### src/rtl/dot_pkg.sv
// Shared types and helpers for the streaming dot-product datapath.
// Lane 0 of a packed beat sits in the most significant bits.
package dot_pkg;

   typedef enum logic [1:0] {
      IDLE  = 2'd0,
      ACCUM = 2'd1,
      DONE  = 2'd2
   } state_e;

   // Result width that holds any N-term sum of DW x DW products.
   function automatic int result_width(input int n, input int dw);
      return 2 * dw + $clog2(n);
   endfunction

   // Bit offset of lane idx inside a packed beat (lane 0 = MSBs).
   function automatic int lane_lsb(input int lanes, input int dw,
                                   input int idx);
      return (lanes - 1 - idx) * dw;
   endfunction

endpackage

### src/rtl/dot_product_stream_lane_mac.sv
// Combinational per-beat multiply stage: lane products, extended to the
// result width according to the mode, then summed into one beat sum.
module lane_mac
   import dot_pkg::*;
#(
   parameter int DW    = 8,
   parameter int LANES = 2,
   parameter int OW    = 19
) (
   input  logic                  signed_mode_i,
   input  logic [LANES*DW-1:0]   a_i,
   input  logic [LANES*DW-1:0]   b_i,
   output logic [OW-1:0]         sum_o
);

   localparam int PW = 2 * DW + 2;

   logic [DW-1:0]         la;
   logic [DW-1:0]         lb;
   logic [DW:0]           xa;
   logic [DW:0]           xb;
   logic signed [PW-1:0]  ea;
   logic signed [PW-1:0]  eb;
   logic signed [PW-1:0]  pf;
   logic [2*DW-1:0]       p;
   logic [OW-1:0]         pe;

   // Multiply each lane with an extra sign bit, then accumulate the lanes.
   always_comb begin
      sum_o = '0;
      la    = '0;
      lb    = '0;
      xa    = '0;
      xb    = '0;
      ea    = '0;
      eb    = '0;
      pf    = '0;
      p     = '0;
      pe    = '0;
      for (int l = 0; l < LANES; l++) begin
         la = a_i[lane_lsb(LANES, DW, l) +: DW];
         lb = b_i[lane_lsb(LANES, DW, l) +: DW];
         xa = {signed_mode_i & la[DW-1], la};
         xb = {signed_mode_i & lb[DW-1], lb};
         ea = PW'($signed(xa));
         eb = PW'($signed(xb));
         pf = ea * eb;
         p  = pf[2*DW-1:0];
         if (signed_mode_i) begin
            pe = OW'($signed(p));
         end else begin
            pe = OW'(p);
         end
         sum_o = sum_o + pe;
      end
   end

endmodule

### src/rtl/dot_product_stream.sv
// Streaming dot product: accepts LANES element pairs per beat, accumulates
// BEATS beats, then holds the result on a valid/ready output.
module dot_product_stream
   import dot_pkg::*;
#(
   parameter  int N     = 8,
   parameter  int DW    = 8,
   parameter  int LANES = 2,
   localparam int OW    = result_width(N, DW)
) (
   input  logic                  clk,
   input  logic                  rst_n,
   input  logic                  clear,
   input  logic                  signed_mode,
   input  logic                  in_valid,
   output logic                  in_ready,
   input  logic [LANES*DW-1:0]   inp1,
   input  logic [LANES*DW-1:0]   inp2,
   output logic                  out_valid,
   input  logic                  out_ready,
   output logic [OW-1:0]         outp,
   output logic                  busy
);

   localparam int BEATS = N / LANES;
   localparam int CW    = $clog2(BEATS + 1);

   if (LANES < 1 || (N % LANES) != 0) begin : g_bad_params
      $error("dot_product_stream: N must be a positive multiple of LANES");
   end

   state_e          state_q, state_d;
   logic [OW-1:0]   acc_q, acc_d;
   logic [CW-1:0]   cnt_q, cnt_d;
   logic            mode_q, mode_d;
   logic            accept;
   logic            mac_mode;
   logic [OW-1:0]   beat_sum;

   // The first beat uses the live mode pin; later beats use the latched one.
   assign mac_mode  = (state_q == IDLE) ? signed_mode : mode_q;
   assign in_ready  = rst_n && (state_q != DONE);
   assign out_valid = (state_q == DONE);
   assign outp      = out_valid ? acc_q : '0;
   assign busy      = (state_q != IDLE);
   assign accept    = in_valid && in_ready;

   lane_mac #(
      .DW    (DW),
      .LANES (LANES),
      .OW    (OW)
   ) u_mac (
      .signed_mode_i (mac_mode),
      .a_i           (inp1),
      .b_i           (inp2),
      .sum_o         (beat_sum)
   );

   // Next-state, accumulate and handshake decisions; clear overrides all.
   always_comb begin
      state_d = state_q;
      acc_d   = acc_q;
      cnt_d   = cnt_q;
      mode_d  = mode_q;
      unique case (state_q)
         IDLE: begin
            if (accept) begin
               mode_d  = signed_mode;
               acc_d   = beat_sum;
               cnt_d   = CW'(1);
               state_d = (BEATS == 1) ? DONE : ACCUM;
            end
         end
         ACCUM: begin
            if (accept) begin
               acc_d = acc_q + beat_sum;
               cnt_d = cnt_q + CW'(1);
               if (cnt_q == CW'(BEATS - 1)) begin
                  state_d = DONE;
               end
            end
         end
         DONE: begin
            if (out_ready) begin
               state_d = IDLE;
               acc_d   = '0;
               cnt_d   = '0;
            end
         end
         default: begin
            state_d = IDLE;
            acc_d   = '0;
            cnt_d   = '0;
         end
      endcase
      if (clear) begin
         state_d = IDLE;
         acc_d   = '0;
         cnt_d   = '0;
      end
   end

   // State, accumulator, beat counter and latched mode registers.
   always_ff @(posedge clk or negedge rst_n) begin
      if (!rst_n) begin
         state_q <= IDLE;
         acc_q   <= '0;
         cnt_q   <= '0;
         mode_q  <= 1'b0;
      end else begin
         state_q <= state_d;
         acc_q   <= acc_d;
         cnt_q   <= cnt_d;
         mode_q  <= mode_d;
      end
   end

endmodule

### config.mk
export PLATFORM = sky130hd
export DESIGN_NAME = dot_product_stream
export DESIGN_NICKNAME = d
export VERILOG_FILES = /design/src/rtl/dot_pkg.sv /design/src/rtl/dot_product_stream_lane_mac.sv /design/src/rtl/dot_product_stream.sv
export SDC_FILE = /design/constraint.sdc
export NUM_CORES = 1
export LEC_CHECK = 0
export BUFFER_PORTS_ARGS = -buffer_cell sky130_fd_sc_hd__buf_2
export CAP_MARGIN = 20
export CORE_MARGIN = 4
export CORE_UTILIZATION = 58
export DETAILED_ROUTE_END_ITERATION = 7
export PLACE_DENSITY = 0.73
export SKIP_LAST_GASP = 1
export SYNTH_ARGS = -nofsm -noshare
export SYNTH_HDL_FRONTEND = slang
export SYNTH_SLANG_ARGS = --single-unit
export TNS_END_PERCENT = 100
### constraint.sdc
create_clock -name clk -period 11 [get_ports clk]
set_clock_uncertainty 0.1 [all_clocks]
set_input_delay 3.3 -clock clk [delete_from_list [all_inputs] [get_ports clk]]
set_output_delay 3.3 -clock clk [all_outputs]
set_load 0.01 [all_outputs]
==> out/results.txt <==
post-layout minimum cycle time: 10.72 ns
number of warnings issued by yosys: 0
Std-Cell Rows: 43
number of buffers inserted during clock tree synthesis: 3
cell count after synthesis: 1004
net count after synthesis: 1273
cell area after layout: 0.00912 mm²
clock buffer depth: 2
clk sink count: 25
layout cells sized above 1: 10.1%
cell with the most instances after synthesis: sky130_fd_sc_hd__inv_1
HPWL after detailed placement: 14.8 mm
number of hold buffers added after CTS: 0
detail-routed net length per standard cell: 13.8 µm
clock latency reported for the late side of the worst-skew pair: 0.26 ns
fraction of post-synthesis cell area in the top cell type by area: 30.4%
Setup Crit Path Kind: input pin to register
largest net degree at the start of global routing: 31
library cells used by synthesis: 54
Avg Inst Size Synth: 8.40 µm²
number of antenna violations at the first check in global routing: 0
proportion of synthesized chip area in sequential cells: 7.42%
Die Ht: 129 µm
DRT antenna net count: 0
top cells by count, synth: sky130_fd_sc_hd__inv_1 (203), sky130_fd_sc_hd__fa_1 (128), sky130_fd_sc_hd__ha_1 (103)
Area Overhead vs Synth: 8.14%
most numerous cell on the critical path: sky130_fd_sc_hd__fa_1
detailed-route vias per instance: 5.34
overflow left after global routing: 0
1st-iter DRT viols: 334
area of the placeable core: 0.0140 mm²
Async SR Flop Fraction: 100%
diode insertion count for antenna repair: 0
count of max-cap constraint violations: 0
# fillers: 1226
Clock Pin Slew Worst Setup and Hold Paths: 0.06 ns
overall fraction of global-route tracks in use: 21.6%
iteration count of the initial detailed-routing pass: 5
count of flip-flops with a built-in enable after synthesis: 0
CP endpoint kind: register
Clock Tree Root: sky130_fd_sc_hd__clkbuf_16
number of global-route vias before repair: 6626
routed vias: 6604
final weighted congestion in routability-driven placement: 0.863
global-route wire length before repair: 29.9 mm
startpoint kind of the worst setup timing path: input pin
nets@finish: 1326
DRC errors left: 0
Clock H-tree levels: 1
clock tree from TritonCTS: yes
pin slew with the least headroom to its limit: 0.952 ns
Horiz. Die Dim: 129 µm
class of the tightest hold or removal check: register to register
final-report setup violation count: 0
crit path max-delay cell type: sky130_fd_sc_hd__or4b_2
highest fanout seen on the critical path: 7
Synth area leader: sky130_fd_sc_hd__fa_1
I/O Buffers: 59
delay contributed by the slowest stage of the critical path: 0.68 ns
initial core utilization: 60.1%
synthesized area: 0.00844 mm²
required time worst endpoint: 11.04 ns
I/O Pins: 60
WL final: 17.1 mm
achievable frequency: 93.2 MHz
cell types with the largest area share after synthesis: sky130_fd_sc_hd__fa_1 (30%), sky130_fd_sc_hd__ha_1 (15%), sky130_fd_sc_hd__inv_1 (9.0%)
Final Slew Violations: 0
worst-case hold slack: 0.415 ns
total die area: 0.0165 mm²
Rel. slew slack: 36.4%
top flip-flop cell by instance count after synthesis: sky130_fd_sc_hd__dfrtp_1
outcome: complete, no violations
ratio of final minimum period to clock period: 97.5%
signal arrival time at the worst endpoint: 10.77 ns
Final Hold Violating Endpoints: 0
flip-flop and latch count after synthesis: 25
cell area reported after detailed placement: 0.00895 mm²
-- area by class of cell --
class / instances / area [µm²] / share of cell area [%]
clock buffers: 4 / 78.8 / 0.864
repair buffers: 73 / 400 / 4.39
multi-input cells: 751 / 7030 / 77.1
well taps: 180 / 225 / 2.47
inverters: 203 / 762 / 8.35
flip-flops and latches: 25 / 626 / 6.86
-- path summary, 6_finish.rpt --
path | startpoint | endpoint | slack, ns | depth (start not counted)
max in group asynchronous | rst_n | acc_q[12] | 7.43 | 1
setup / recovery | signed_mode | acc_q[18] | 0.28 | 30
hold reg to reg | acc_q[5] | acc_q[5] | 0.42 | 2
hold / removal | acc_q[5] | acc_q[5] | 0.42 | 2
min in group asynchronous | rst_n | state_q[0] | 2.96 | 1
setup reg to reg | state_q[0] | acc_q[18] | 2.44 | 30
-- kinds of logic (layout without fill, tap and decap cells) --
family	count (synthesis)	in the layout	share of synthesized area [%]
XOR/XNOR	56	56	5.81
multiplexers	5	5	0.623
buffers and inverters	228	280	10.1
adder cells (fa/ha/maj)	231	231	45.6
AO/OA/AOI/OAI	139	139	11.2
flip-flops	25	25	7.42
AND/OR/NAND/NOR	320	320	19.2
-- stage by stage --
stage | TNS, ns | setup WS (ns) | util (%) | instances
3_3_place_gp | 0 | 0.0502 | 63.8 | 1230
2_1_floorplan | 0 | 0.221 | - | 1004
6_report | 0 | 0.276 | 65.0 | 1236
4_1_cts | 0 | 0.170 | 64.3 | 1234
3_5_place_dp | -0.0888 | -0.0888 | 63.8 | 1230
5_1_grt | -0.0526 | -0.0526 | 65.0 | 1236
-- routing by layer --
metal,share of wire (%),wire (µm),vias to the layer above,global-route usage [%]
li1,-,-,3263,-
met1,45,7630,3214,28.4
met2,51,8720,98,39.8
met3,2.1,360,29,0.830
met4,2.4,412,0,4.82
met5,0,0,-,0
-- layout by cell type (no fill, tap or decap), types with 7 or more instances in the layout --
cell type | Yosys | layout
sky130_fd_sc_hd__nor3_1 | 9 | 7
sky130_fd_sc_hd__xnor2_1 | 39 | 38
sky130_fd_sc_hd__nand2_1 | 93 | 93
sky130_fd_sc_hd__o21ai_0 | 31 | 28
sky130_fd_sc_hd__nor2_1 | 56 | 55
sky130_fd_sc_hd__a21oi_1 | 35 | 33
sky130_fd_sc_hd__dfrtp_1 | 25 | 25
sky130_fd_sc_hd__and2_1 | 98 | 98
sky130_fd_sc_hd__or2_2 | 9 | 9
sky130_fd_sc_hd__inv_1 | 203 | 203
sky130_fd_sc_hd__ha_1 | 103 | 100
sky130_fd_sc_hd__buf_2 | 0 | 59
sky130_fd_sc_hd__o21a_1 | 7 | 7
sky130_fd_sc_hd__buf_4 | 0 | 14
sky130_fd_sc_hd__nor2b_1 | 12 | 12
sky130_fd_sc_hd__fa_1 | 128 | 128
sky130_fd_sc_hd__a21o_1 | 15 | 15
sky130_fd_sc_hd__a211oi_1 | 8 | 7
sky130_fd_sc_hd__xor2_1 | 17 | 16
sky130_fd_sc_hd__nand3_1 | 17 | 17
-- critical path, delay by kind of cell --
family	cells	cell delay (ns)
adder cells (fa/ha/maj)	8	3.30
AND/OR/NAND/NOR	7	1.97
AO/OA/AOI/OAI	7	1.33
multiplexers	2	0.33
buffers and inverters	5	0.28
XOR/XNOR	1	0.24
-- what timing repair did --
item                       in CTS  in global routing
gates resized for setup         0                 19
setup endpoints to repair       0                  1
buffers inserted                0                  2
-- state kept, by name, summed over array words and instances, names as in the netlist --
signal,cells
cnt_q,3
mode_q,1
state_q,2
acc_q,19
Power is not shown: default switching activity piles up to over one toggle a cycle in this logic, so the estimate is an artifact.
